`config.mk`:
```
export PLATFORM = sky130hd
export DESIGN_NAME = ex_flush_ctrl
export DESIGN_NICKNAME = d
export VERILOG_FILES = /design/src/rtl/mycpu_pkg.sv /design/src/rtl/ex_event_sel.sv /design/src/rtl/ex_flush_ctrl.sv
export SDC_FILE = /design/constraint.sdc
export NUM_CORES = 1
export LEC_CHECK = 0
export BUFFER_PORTS_ARGS = -buffer_cell sky130_fd_sc_hd__buf_2
export CAP_MARGIN = 0
export CORE_ASPECT_RATIO = 1.25
export CORE_MARGIN = 5
export CORE_UTILIZATION = 37
export DETAILED_ROUTE_END_ITERATION = 12
export PLACE_DENSITY = 0.81
export SYNTH_ARGS = -nofsm -noshare
export SYNTH_HDL_FRONTEND = slang
export SYNTH_SLANG_ARGS = --single-unit
```
`constraint.sdc`:
```
create_clock -name clk -period 2.13 [get_ports clk]
set_input_delay 0.1065 -clock clk [delete_from_list [all_inputs] [get_ports clk]]
set_output_delay 0.1065 -clock clk [all_outputs]
set_load 0.01 [all_outputs]
```
`src/rtl/mycpu_pkg.sv`:
```
// Shared core definitions: CP0 exception codes, the flush sequencer state
// type, and the CP0 strobe bus layout.
package mycpu_pkg;

   localparam logic [4:0] EXC_INT  = 5'h00;
   localparam logic [4:0] EXC_ADEL = 5'h04;
   localparam logic [4:0] EXC_ADES = 5'h05;
   localparam logic [4:0] EXC_SYS  = 5'h08;
   localparam logic [4:0] EXC_BP   = 5'h09;
   localparam logic [4:0] EXC_RI   = 5'h0a;
   localparam logic [4:0] EXC_OV   = 5'h0c;

   localparam logic [31:0] EX_ENTRY_DEF = 32'hbfc00380;

   typedef enum logic [1:0] {
      S_IDLE,
      S_FLUSH,
      S_REDIRECT
   } flush_state_t;

   typedef struct packed {
      logic        ex_we;
      logic        eret_we;
      logic [4:0]  excode;
      logic [31:0] epc;
      logic        bd;
      logic [31:0] badvaddr;
   } cp0_stb_t;

   localparam int CP0_STB_W = $bits(cp0_stb_t);

endpackage

```
`src/rtl/ex_event_sel.sv`:
```
// Priority select of exception / interrupt / ERET on the WB instruction and
// assembly of the one-cycle CP0 strobe bus.
module ex_event_sel
   import mycpu_pkg::*;
(
   input  logic                 en,
   input  logic                 ws_valid,
   input  logic                 ws_ex,
   input  logic [4:0]           ws_excode,
   input  logic                 ws_eret,
   input  logic                 ws_bd,
   input  logic [31:0]          ws_pc,
   input  logic [31:0]          ws_badvaddr,
   input  logic                 int_pending,
   output logic                 ex_ev,
   output logic                 int_ev,
   output logic                 eret_ev,
   output logic [CP0_STB_W-1:0] stb
);

   cp0_stb_t s;

   always_comb begin
      ex_ev   = en & ws_valid & ws_ex;
      int_ev  = en & ws_valid & ~ws_ex & int_pending;
      eret_ev = en & ws_valid & ~ws_ex & ~int_pending & ws_eret;
      s       = '0;
      if (ex_ev | int_ev | eret_ev) begin
         s.ex_we    = ex_ev | int_ev;
         s.eret_we  = eret_ev;
         s.excode   = ex_ev ? ws_excode : EXC_INT;
         // Delay-slot instructions report the branch PC; wraps mod 2^32.
         s.epc      = ws_bd ? (ws_pc - 32'd4) : ws_pc;
         s.bd       = ws_bd;
         s.badvaddr = ws_badvaddr;
      end
   end

   assign stb = s;

endmodule

```
`src/rtl/ex_flush_ctrl.sv`:
```
// Exception/ERET/interrupt sequencer: one CP0 strobe, a programmable-length
// pipeline flush, then a redirect PC handed to fetch via valid/ready.
module ex_flush_ctrl
   import mycpu_pkg::*;
#(
   parameter logic [31:0] EX_ENTRY     = EX_ENTRY_DEF,
   parameter int          FLUSH_CYCLES = 1
) (
   input  logic        clk,
   input  logic        resetn,
   input  logic        ws_valid,
   input  logic        ws_ex,
   input  logic [4:0]  ws_excode,
   input  logic        ws_eret,
   input  logic        ws_bd,
   input  logic [31:0] ws_pc,
   input  logic [31:0] ws_badvaddr,
   input  logic [31:0] cp0_epc,
   input  logic        cp0_int_pending,
   output logic        int_kill,
   output logic        cp0_ex_we,
   output logic        cp0_eret_we,
   output logic [4:0]  cp0_excode,
   output logic [31:0] cp0_epc_wdata,
   output logic        cp0_bd,
   output logic [31:0] cp0_badvaddr,
   output logic        flush,
   output logic        redirect_valid,
   output logic [31:0] redirect_pc,
   input  logic        fs_redirect_ready
);

   localparam int             CNT_W    = $clog2(FLUSH_CYCLES + 1);
   localparam logic [CNT_W-1:0] CNT_LOAD = CNT_W'(FLUSH_CYCLES - 1);
   localparam logic [CNT_W-1:0] CNT_ONE  = CNT_W'(1);

   flush_state_t     state, state_nx;
   logic [CNT_W-1:0] cnt, cnt_nx;
   logic [31:0]      rpc_nx;
   logic             ex_ev, int_ev, eret_ev, any_ev;
   logic [CP0_STB_W-1:0] stb_bus;
   cp0_stb_t         stb;

   // Events are only looked at while idle; reset also silences the strobes.
   ex_event_sel u_sel (
      .en          (resetn & (state == S_IDLE)),
      .ws_valid    (ws_valid),
      .ws_ex       (ws_ex),
      .ws_excode   (ws_excode),
      .ws_eret     (ws_eret),
      .ws_bd       (ws_bd),
      .ws_pc       (ws_pc),
      .ws_badvaddr (ws_badvaddr),
      .int_pending (cp0_int_pending),
      .ex_ev       (ex_ev),
      .int_ev      (int_ev),
      .eret_ev     (eret_ev),
      .stb         (stb_bus)
   );

   assign stb           = cp0_stb_t'(stb_bus);
   assign any_ev        = ex_ev | int_ev | eret_ev;
   assign int_kill      = int_ev;
   assign cp0_ex_we     = stb.ex_we;
   assign cp0_eret_we   = stb.eret_we;
   assign cp0_excode    = stb.excode;
   assign cp0_epc_wdata = stb.epc;
   assign cp0_bd        = stb.bd;
   assign cp0_badvaddr  = stb.badvaddr;

   always_ff @(posedge clk or negedge resetn) begin
      if (!resetn) begin
         state       <= S_IDLE;
         cnt         <= '0;
         redirect_pc <= '0;
      end else begin
         state       <= state_nx;
         cnt         <= cnt_nx;
         redirect_pc <= rpc_nx;
      end
   end

   always_comb begin
      state_nx       = state;
      cnt_nx         = cnt;
      rpc_nx         = redirect_pc;
      flush          = 1'b0;
      redirect_valid = 1'b0;
      case (state)
         S_IDLE: begin
            if (any_ev) begin
               flush  = 1'b1;
               rpc_nx = eret_ev ? cp0_epc : EX_ENTRY;
               if (FLUSH_CYCLES > 1) begin
                  state_nx = S_FLUSH;
                  cnt_nx   = CNT_LOAD;
               end else begin
                  state_nx = S_REDIRECT;
               end
            end
         end
         S_FLUSH: begin
            flush  = 1'b1;
            cnt_nx = cnt - CNT_ONE;
            if (cnt == CNT_ONE) state_nx = S_REDIRECT;
         end
         S_REDIRECT: begin
            redirect_valid = 1'b1;
            if (fs_redirect_ready) state_nx = S_IDLE;
         end
         default: state_nx = S_IDLE;
      endcase
   end

endmodule

```
[Word level (Yosys, flattened, before mapping)]
Index checks and enable logic that the tools add are counted.
Storage, ports and cells
  output and inout bits: 107
  bits in registers: 35
  input bits: 109
Operators by class
  bitwise operators: 11
  add/subtract/negate cells: 2
  reduce and logical (&&, ||, !) cells: 3
  equal/unequal tests: 5
  multiplexer cells: 11
Operator list (number)
  2-to-1 mux 72 bit: 1
  2-to-1 mux 32 bit: 2
  subtractor 32 x 3 -> 32 bit (second input constant): 1
  bitwise AND 1 bit: 7
  2-to-1 mux 2 bit: 3
  inequality test 2 bit (second input constant): 3
  one-hot mux 2 bit (3 select lines): 1
  2-to-1 mux 5 bit: 1
  AND reduction 3 bit: 1
  equality test 2 x 1 -> 1 bit (second input constant): 1
  equality test 2 bit (second input constant): 1
  logical NOT 2 bit: 1
  2-to-1 mux 1 bit: 2
  inverter 1 bit: 2
  bitwise OR 1 bit: 2
  one-hot mux 1 bit (2 select lines): 1
  AND reduction 2 bit: 1
  subtractor 1 bit (second input constant): 1

[Logic depth before layout (Yosys ltp)]
Gate-level depths: netlist of run 1.
  word-level depth: 9
  mapped depth: 8
  mapped depth without buffers: 6

[Hierarchy]
Synthesis of run 1 repeated with hierarchy kept, for this count alone.
Second synthesis, totals
  cells, all modules: 342
  area total of the unflattened synthesis: 2877.8 um^2
By module, submodules not included
  ex_flush_ctrl: cells each 161, area each 1760.4 um^2, times used 1, sequential area each 825.8 um^2
  ex_event_sel: cells each 181, area each 1117.3 um^2, times used 1, sequential area each 0.0 um^2

[Worst setup path before layout of run 1]
No wires, ideal clock.
  kind: register -> output
  from: reg state[1]
  to: out cp0_badvaddr[17]
  cell stages (with the launch flop): 9
  arrival: 1.805 ns
  slack: 0.219 ns
  required time: 2.024 ns
  path buffers: 2
  cell sequence: dfrtp_1 and3b_1 nand3_1 inv_1 nor2_1 inv_1 clkbuf_1 clkbuf_1 and2_1
Between the ends
  cells in the longest elaborated chain, start to end: 8
  elaborated cells between the ends (all ways): 11
  those cells by class: mux (1); bitwise (9); reduce/logical (1)
RTL lines
  start: declaration: line ex_flush_ctrl.sv:37  | flush_state_t state, state_nx;
  start signal: assignment: line ex_flush_ctrl.sv:77  | state <= state_nx;
  logical NOT 2 bit (*): line ex_flush_ctrl.sv:46  | .en (resetn & (state == S_IDLE)),
  bitwise AND 1 bit (*): line ex_flush_ctrl.sv:46
  bitwise AND 1 bit (*): line ex_event_sel.sv:24, ex_event_sel.sv:25, ex_event_sel.sv:26
  bitwise AND 1 bit: line ex_event_sel.sv:25, ex_event_sel.sv:26
  bitwise AND 1 bit (on tied branches): line ex_event_sel.sv:25, ex_event_sel.sv:26
  bitwise OR 1 bit / bitwise AND 1 bit (equally long branches): line ex_event_sel.sv:28, ex_event_sel.sv:26
  bitwise OR 1 bit (*): line ex_event_sel.sv:28  | if (ex_ev | int_ev | eret_ev) begin
  2-to-1 mux 72 bit (*): line ex_event_sel.sv:28
  end: declaration: line ex_flush_ctrl.sv:26  | output logic [31:0] cp0_badvaddr,
Mark *: on every way between the ends. The rest lies on a longest branch, timed or not.

[Worst setup path in the final report of run 1]
  from: in ws_pc[13]
  to: out cp0_epc_wdata[31]
Between the ends
  cells in the longest elaborated chain, start to end: 3
RTL lines
  start: declaration: line ex_flush_ctrl.sv:16  | input logic [31:0] ws_pc,
  subtractor 32 x 3 -> 32 bit: line ex_event_sel.sv:33  | s.epc = ws_bd ? (ws_pc - 32'd4) : ws_pc;
  2-to-1 mux 32 bit: line ex_event_sel.sv:33
  2-to-1 mux 72 bit: line ex_event_sel.sv:28
  end: declaration: line ex_flush_ctrl.sv:24  | output logic [31:0] cp0_epc_wdata,
Every way passes these cells.

==> results.md, run 1 <==
* Status: finished clean
* Synth Flop Type: dfrtp_1
* Worst R2R Setup Slack at roughly 0.60 ns
* CTS Buf Count at 5
* HPWL Detailed at between 6000 and 7000 um
* Least-Margin Pin Slew at roughly 0.51 ns
* Synth unique cells at 38
* Ranking of synthesized cells by area: dfrtp_1, and2_1, a22o_1
* H-tree Lvls at 2
* # IOs at ~220
* Post-synthesis area per instance at between 9 and 10 um2
* Clk buf depth at 2
* DR vias at 2896
* Post-DR wirelength/cell at roughly 15 um
* Antenna cells at 0
* Core area at ~6100 um2
* Final setup TNS at 0 ns
* Final hold vios at 0
* Syn_nets at 361
* Syn Inst Count at ~250
* CTS clock-pin slew for the worst setup and hold paths at about 0.060 ns
* Chip width at roughly 80 um
* ANT nets after route at 0
* Layout Nets at between 500 and 600
* Syn. warnings at 0
* GP Congestion at 0.902
* Syn-to-layout area delta at 58.5%
* Gr ovfl total at 0
* Die Area at between 7000 and 8000 um2
* Power Density at 465 nW/um2
* Final setup violation count at 0
* Largest net degree at the start of global routing at 40
* Fmax at 0.492 GHz
* Area share of the largest cell type after synthesis at a little over a third
* Slew Viols, Final at 0
* Mapped cell area at roughly 2300 um2
* DRT iter0 DRCs at 94
* Global-route usage over all layers at between 20% and 30%
* Clk sinks at 33
* Vias in the first global route at between 2000 and 3000
* Drc violations at 0
* Critical path class: in2out
* Setup Skew at between 0.002 and 0.0025 ns
* Synth top cells by count: and2_1, dfrtp_1, a22o_1, nor2_1, a21oi_1
* Vias/cell at roughly 5.2
* Worst Setup Start Kind: primary input
* TritonCTS clock tree: built
* Finished Layout Cells at 555
* Dpl cells at around 550
* Number of max-cap violations at 0
* Synth async-reset ratio at 100%
* Routed wire length at between 8000 and 9000 um
* Fraction of the yosys area taken by sequential cells at a little over a third
* Yosys top cell by area: dfrtp_1
* Hold Path Class: in2reg
* Share of post-route cells with drive strength above 1 at between 50% and 60%
* Post-synth EDFFs at 0
* Relative slew slack at roughly 66%
* First-pass DRT Iterations at 6
* Vert. Die Dim at approximately 98 um
* Clk root buf: clkbuf_8
* Initial antenna violation count at 0
* RSZ-0062 raised after global routing: false
* Count leader, synth: and2_1
* Tcrit/Tclk final at between 90 and 100%
* Crit. End Element: output port
* Worst-path fanout max at 3
* Crit path arrival time at between 1.5 and 2 ns
* Initial core utilization at around 37%
* Port Buf Inserts at 215
* First-pass GRT wire length at 13600 um
* Row Count at 32
* Worst skew pair latency at ~0.27 ns
* VDD IR max at approximately 0.3 mV
* Synth Register Bits at 33
* Critical path required time at about 2.0 ns
* Pleak at roughly 1.9 nW
* Post-CTS setup buffers at 0
* Crit path time final at between 2 and 2.5 ns
-- repair_timing --
action	4_1_cts	5_1_grt
resized for setup	0	3
hold buffers	1	0
endpoints found under the setup margin	0	22
hold endpoints to repair	33	0
-- metrics by stage --
step / utilization (%) / setup WS (ns) / cell area (um2) / power (mW) / hold slack, ns
2_1_floorplan: - / 0.219 / 2280 / 0.937 / -0.189
3_3_place_gp: 57.6 / 0.146 / 3510 / 1.22 / -0.0998
3_5_place_dp: 57.6 / 0.123 / 3510 / 1.23 / -0.0986
4_1_cts: 59.2 / 0.0622 / 3600 / 1.70 / 0.000339
5_1_grt: 59.4 / 0.0261 / 3610 / 1.78 / 0.0295
6_report: 59.4 / 0.0968 / 3610 / 1.68 / 0.00276
-- placed cells by master, fill, tap and decap left out, types with 2 or more instances in the layout --
cell,n
a21oi_1,16
a22o_1,20
clkbuf_8,6
nor4_1,2
inv_1,6
nand3b_1,2
xor2_1,9
o22a_1,12
o21ai_0,3
buf_2,215
dfrtp_1,33
o31ai_1,13
or4_4,2
o21a_1,2
and3_1,5
or4_1,14
nand2_1,7
and2_1,35
or3_1,4
buf_4,10
nand4b_1,3
nor3_1,5
nand4_1,2
nor2_1,18
nand3_1,4
xnor2_1,3
-- cells by family (layout without fill, tap and decap cells) --
family,Yosys count,in the layout,share of synthesized area [%]
adders and majority gates,1,1,0.549
xor gates and xnor gates,12,12,4.61
buffers and inverters,21,240,3.51
AOI/OAI and AO/OA,67,67,21.7
DFF,33,33,36.2
and+or+nand+nor,117,117,33.4
-- state kept, by name, indices dropped and copies added, names as in the netlist --
name         count
redirect_pc     32
state            1
-- power breakdown --
group	internal, mW	total, mW	switching, mW
sequential	0.677	0.703	0.0258
combinational	0.245	0.520	0.275
clock	0.256	0.457	0.201
total	1.18	1.68	0.501
-- critical path, cell delays in order --
cell,delay [ns]
buf_2,0.12
or4_4,0.54
or4_1,0.43
or4_1,0.41
a21oi_1,0.17
buf_2,0.15
-- worst paths after layout --
| kind | from | endpoint | depth (start not counted) |
|---|---|---|---|
| max reg2reg | state[1] | redirect_pc[29] | 7 |
| min | fs_redirect_ready | state[1] | 2 |
| min reg2reg | redirect_pc[24] | redirect_pc[24] | 1 |
| min in group asynchronous | resetn | state[1] | 2 |
| max | ws_pc[13] | cp0_epc_wdata[31] | 6 |
| max in group asynchronous | resetn | redirect_pc[10] | 3 |
-- metal layers --
metal / vias to the layer above / share of wire [%] / track usage [%]
li1: 1375 / - / -
met1: 1330 / 35 / 23.1
met2: 172 / 51 / 38.3
met3: 19 / 11 / 4.52
met4: 0 / 2.9 / 8.84
met5: - / 0 / 0
-- final cells by class --
class | instances | area, um2
inverter | 6 | 22.5
timing repair buffer | 227 | 1180
sequential | 33 | 826
tap | 85 | 106
clock buffer | 7 | 86.3
fill | 544 | 2470
multi-input combinational | 197 | 1390
(Power assumes the default switching activity.)
==> run 2, diff against run 1 <==
CELL_PAD_IN_SITES_DETAIL_PLACEMENT = 1   (was default)
CELL_PAD_IN_SITES_GLOBAL_PLACEMENT = 2   (was default)
CORE_UTILIZATION = 18   (was 37)
PLACE_DENSITY = default   (was 0.81)
PLACE_DENSITY_LB_ADDON = 0.1   (was default)
==> run 2 against run 1 <==
Cell count grew 16%. Routed wire length grew 22%. Register-to-register slack worse by 0.04 ns. Via count decreased by 0.86%. Core utilization fell by 29 points. Clock power rose by 56%. Critical path depth did not move. Flip-flop and latch count stayed put. Setup slack worse by 0.014 ns. Non-clock buffer count increased by 6. Critical endpoint is now cp0_epc_wdata[28]. Largest power group is now clock. Highest routed layer unchanged.
==> results.md, run 2 (same netlist as run 1, synthesis figures left out) <==
* Status: finished clean (unchanged)
* GP Congestion at 0.765 (was 0.902)
* Max FFs per register at 32 (unchanged)
* DR vias at 2871 (was 2896)
* Power Density at 509 nW/um2 (was 465 nW/um2)
* First-pass GRT wire length at 16500 um (was 13600 um)
* Syn-to-layout area delta at 68.9% (was 58.5%)
* Reg with most FFs: redirect_pc (unchanged)
* CP dominant cell by count: buf_2
* Least-Margin Pin Slew at 0.421 ns (was 0.508 ns)
* Pre-CTS setup slack at 0.0540 ns (was 0.123 ns)
* Vias/cell at 4.46 (was 5.22)
* Chip width at 111 um (was 80.2 um)
* Final setup violation count at 0 (unchanged)
* RSZ-0062 raised after global routing: false (unchanged)
* Relative slew slack at 71.7% (was 65.8%)
* Fin Hold WS at 0.0143 ns (was 0.00276 ns)
* Crit path arrival time at 1.94 ns (was 1.93 ns)
* Number of max-cap violations at 0 (unchanged)
* Tcrit/Tclk final at 96.1% (was 95.5%)
* Worst skew pair latency at 0.28 ns (was 0.27 ns)
* Clk pwr share at 36.5% (was 27.2%)
* Setup Skew at 0.00549 ns (was 0.00202 ns)
* Internal power at 1.39 mW (was 1.18 mW)
* Gr ovfl total at 0 (unchanged)
* Largest net degree at the start of global routing at 37 (was 40)
* Worst path max stage delay at 0.54 ns (about the same)
* Initial antenna violation count at 0 (unchanged)
* Pleak at 1.98 nW (was 1.92 nW)
* ANT nets after route at 0 (unchanged)
* Final Core Density at 30.7% (was 59.4%)
* Worst Setup Start Kind: primary input (unchanged)
* HPWL Detailed at 8710 um (was 6950 um)
* Worst-path fanout max at 4 (was 3)
* Flop pwr share at 35.9% (was 41.9%)
* CTS Buf Count at 5 (unchanged)
* Reg area at 826 um2 (unchanged)
* Multi-input logic area at 1400 um2 (was 1390 um2)
* Initial core utilization at 18.2% (was 37.5%)
* Crit. End Element: output port (unchanged)
* Port Buf Inserts at 215 (unchanged)
* Critical path class: in2out (unchanged)
* Switching power share of the total at 29.0% (was 29.8%)
* H-tree Lvls at 2 (unchanged)
* Clk buf depth at 2 (unchanged)
* Hold Crit Depth at 2 (unchanged)
* TritonCTS clock tree: built (unchanged)
* Hold Path Class: in2reg (unchanged)
* DRT iter0 DRCs at 85 (was 94)
* Post-DR wirelength/cell at 16.2 um (was 15.4 um)
* Die Area at 15000 um2 (was 7840 um2)
* Final setup TNS at 0 ns (unchanged)
* R2r worst-path depth at 7 (unchanged)
* Routed wire length at 10400 um (was 8540 um)
* Share of post-route cells with drive strength above 1 at 53.4% (was 52.3%)
* Layout filler cell count at 1588 (was 544)
* Switching Power at 0.568 mW (was 0.501 mW)
* First-pass DRT Iterations at 4 (was 6)
* Fmax at 0.488 GHz (was 0.492 GHz)
* Top Registers: redirect_pc (32), state (1) (unchanged)
* Slew Viols, Final at 0 (unchanged)
* Vias in the first global route at 3056 (was 2987)
* Post-CTS setup buffers at 0 (unchanged)
* # IOs at 216 (unchanged)
* Global-route usage over all layers at 13.5% (was 21.1%)
* Critical path required time at 2.02 ns (about the same)
* Clk sinks at 33 (unchanged)
* Slowest-stage cell, CP: or4_4 (unchanged)
* Finished Layout Cells at 644 (was 555)
* CTS clock-pin slew for the worst setup and hold paths at 0.05 ns (was 0.06 ns)
* Worst path cell trace: buf_2 -> or4_4 -> or3_1 -> or4_1 -> a21oi_2 -> buf_2 (was buf_2 -> or4_4 -> or4_1 -> or4_1 -> a21oi_1 -> buf_2)
* Core area at 12500 um2 (was 6090 um2)
* Vert. Die Dim at 136 um (was 97.8 um)
* Final hold vios at 0 (unchanged)
* Layout Nets at 586 (was 580)
* Most frequent cells in the layout: buf_2, and2_1, dfrtp_1, a22o_1, nor2_1 (unchanged)
* Most common cell after layout, fill and taps aside: buf_2 (unchanged)
* Crit path time final at 2.05 ns (was 2.03 ns)
* Clk root buf: clkbuf_16 (was clkbuf_8)
* Comb pwr share at 27.6% (was 31.0%)
* Final worst slack at 0.0826 ns (was 0.0968 ns)
* Drc violations at 0 (unchanged)
* Dpl cells at 636 (was 547)
* Antenna cells at 0 (unchanged)
* Row Count at 46 (was 32)
* VDD IR max at 0.270 mV (was 0.293 mV)
==> run 2: cell count changes in the layout (fill, tap and decap cells not counted), moves of 2 or more <==
| cell | before | now |
|---|---|---|
| clkbuf_8 | 6 | 1 |
| a21oi_1 | 16 | 14 |
| clkbuf_16 | 0 | 5 |
| a21oi_2 | 0 | 2 |
| buf_4 | 10 | 14 |
==> run 2: repair_timing <==
action                     in CTS  in global routing
gates resized for setup         1                  9
hold endpoints to repair       33                  0
setup endpoints to repair       4                 45
hold buffers                    1                  0
==> run 2: layout make-up <==
class | instances | area share, %
clock inverters | 1 | 0.195
multi-input cells | 197 | 36.3
flip-flops and latches | 33 | 21.4
well taps | 168 | 5.46
inverters | 6 | 0.585
repair buffers | 233 | 32.4
clock buffers | 6 | 3.61
==> run 2: worst max-delay path, delay by kind of cell <==
family	cells	cell delay, ns
compound gates	1	0.15
simple gates	3	1.42
buf+inv	2	0.26
==> run 2: worst paths after layout <==
kind	from	end	slack, ns
worst max-delay path	ws_pc[25]	cp0_epc_wdata[28]	0.08
worst min-delay path	fs_redirect_ready	state[1]	0.01
worst max register to register	state[1]	redirect_pc[22]	0.56
worst min register to register	redirect_pc[27]	redirect_pc[27]	0.48
max in group asynchronous	resetn	redirect_pc[9]	1.34
min in group asynchronous	resetn	state[1]	0.18
==> run 2: per-layer routing <==
layer / track usage, % / part of all wire [%] / up-vias / wire length, um
li1: - / - / 1385 / -
met1: 14.9 / 39 / 1339 / 4070
met2: 25.4 / 52 / 140 / 5470
met3: 3.47 / 7.3 / 7 / 763
met4: 4.31 / 1.2 / 0 / 125
met5: 0 / 0 / - / 0
==> run 2: power by group through the flow <==
stage	sequential, mW	combinational, mW	clock, mW
2_1_floorplan	0.739	0.197	0
3_3_place_gp	0.713	0.541	0
3_5_place_dp	0.715	0.543	0
4_1_cts	0.705	0.549	0.742
5_1_grt	0.711	0.601	0.771
6_report	0.704	0.540	0.715
==> run 2: per-stage QoR <==
| step | power [mW] | instance area [um2] |
|---|---|---|
| after detailed placement | 1.26 | 3660 |
| after CTS | 2.00 | 3820 |
| after global routing | 2.08 | 3850 |
| final | 1.96 | 3850 |
| after floorplan | 0.937 | 2280 |
| after global placement | 1.25 | 3660 |
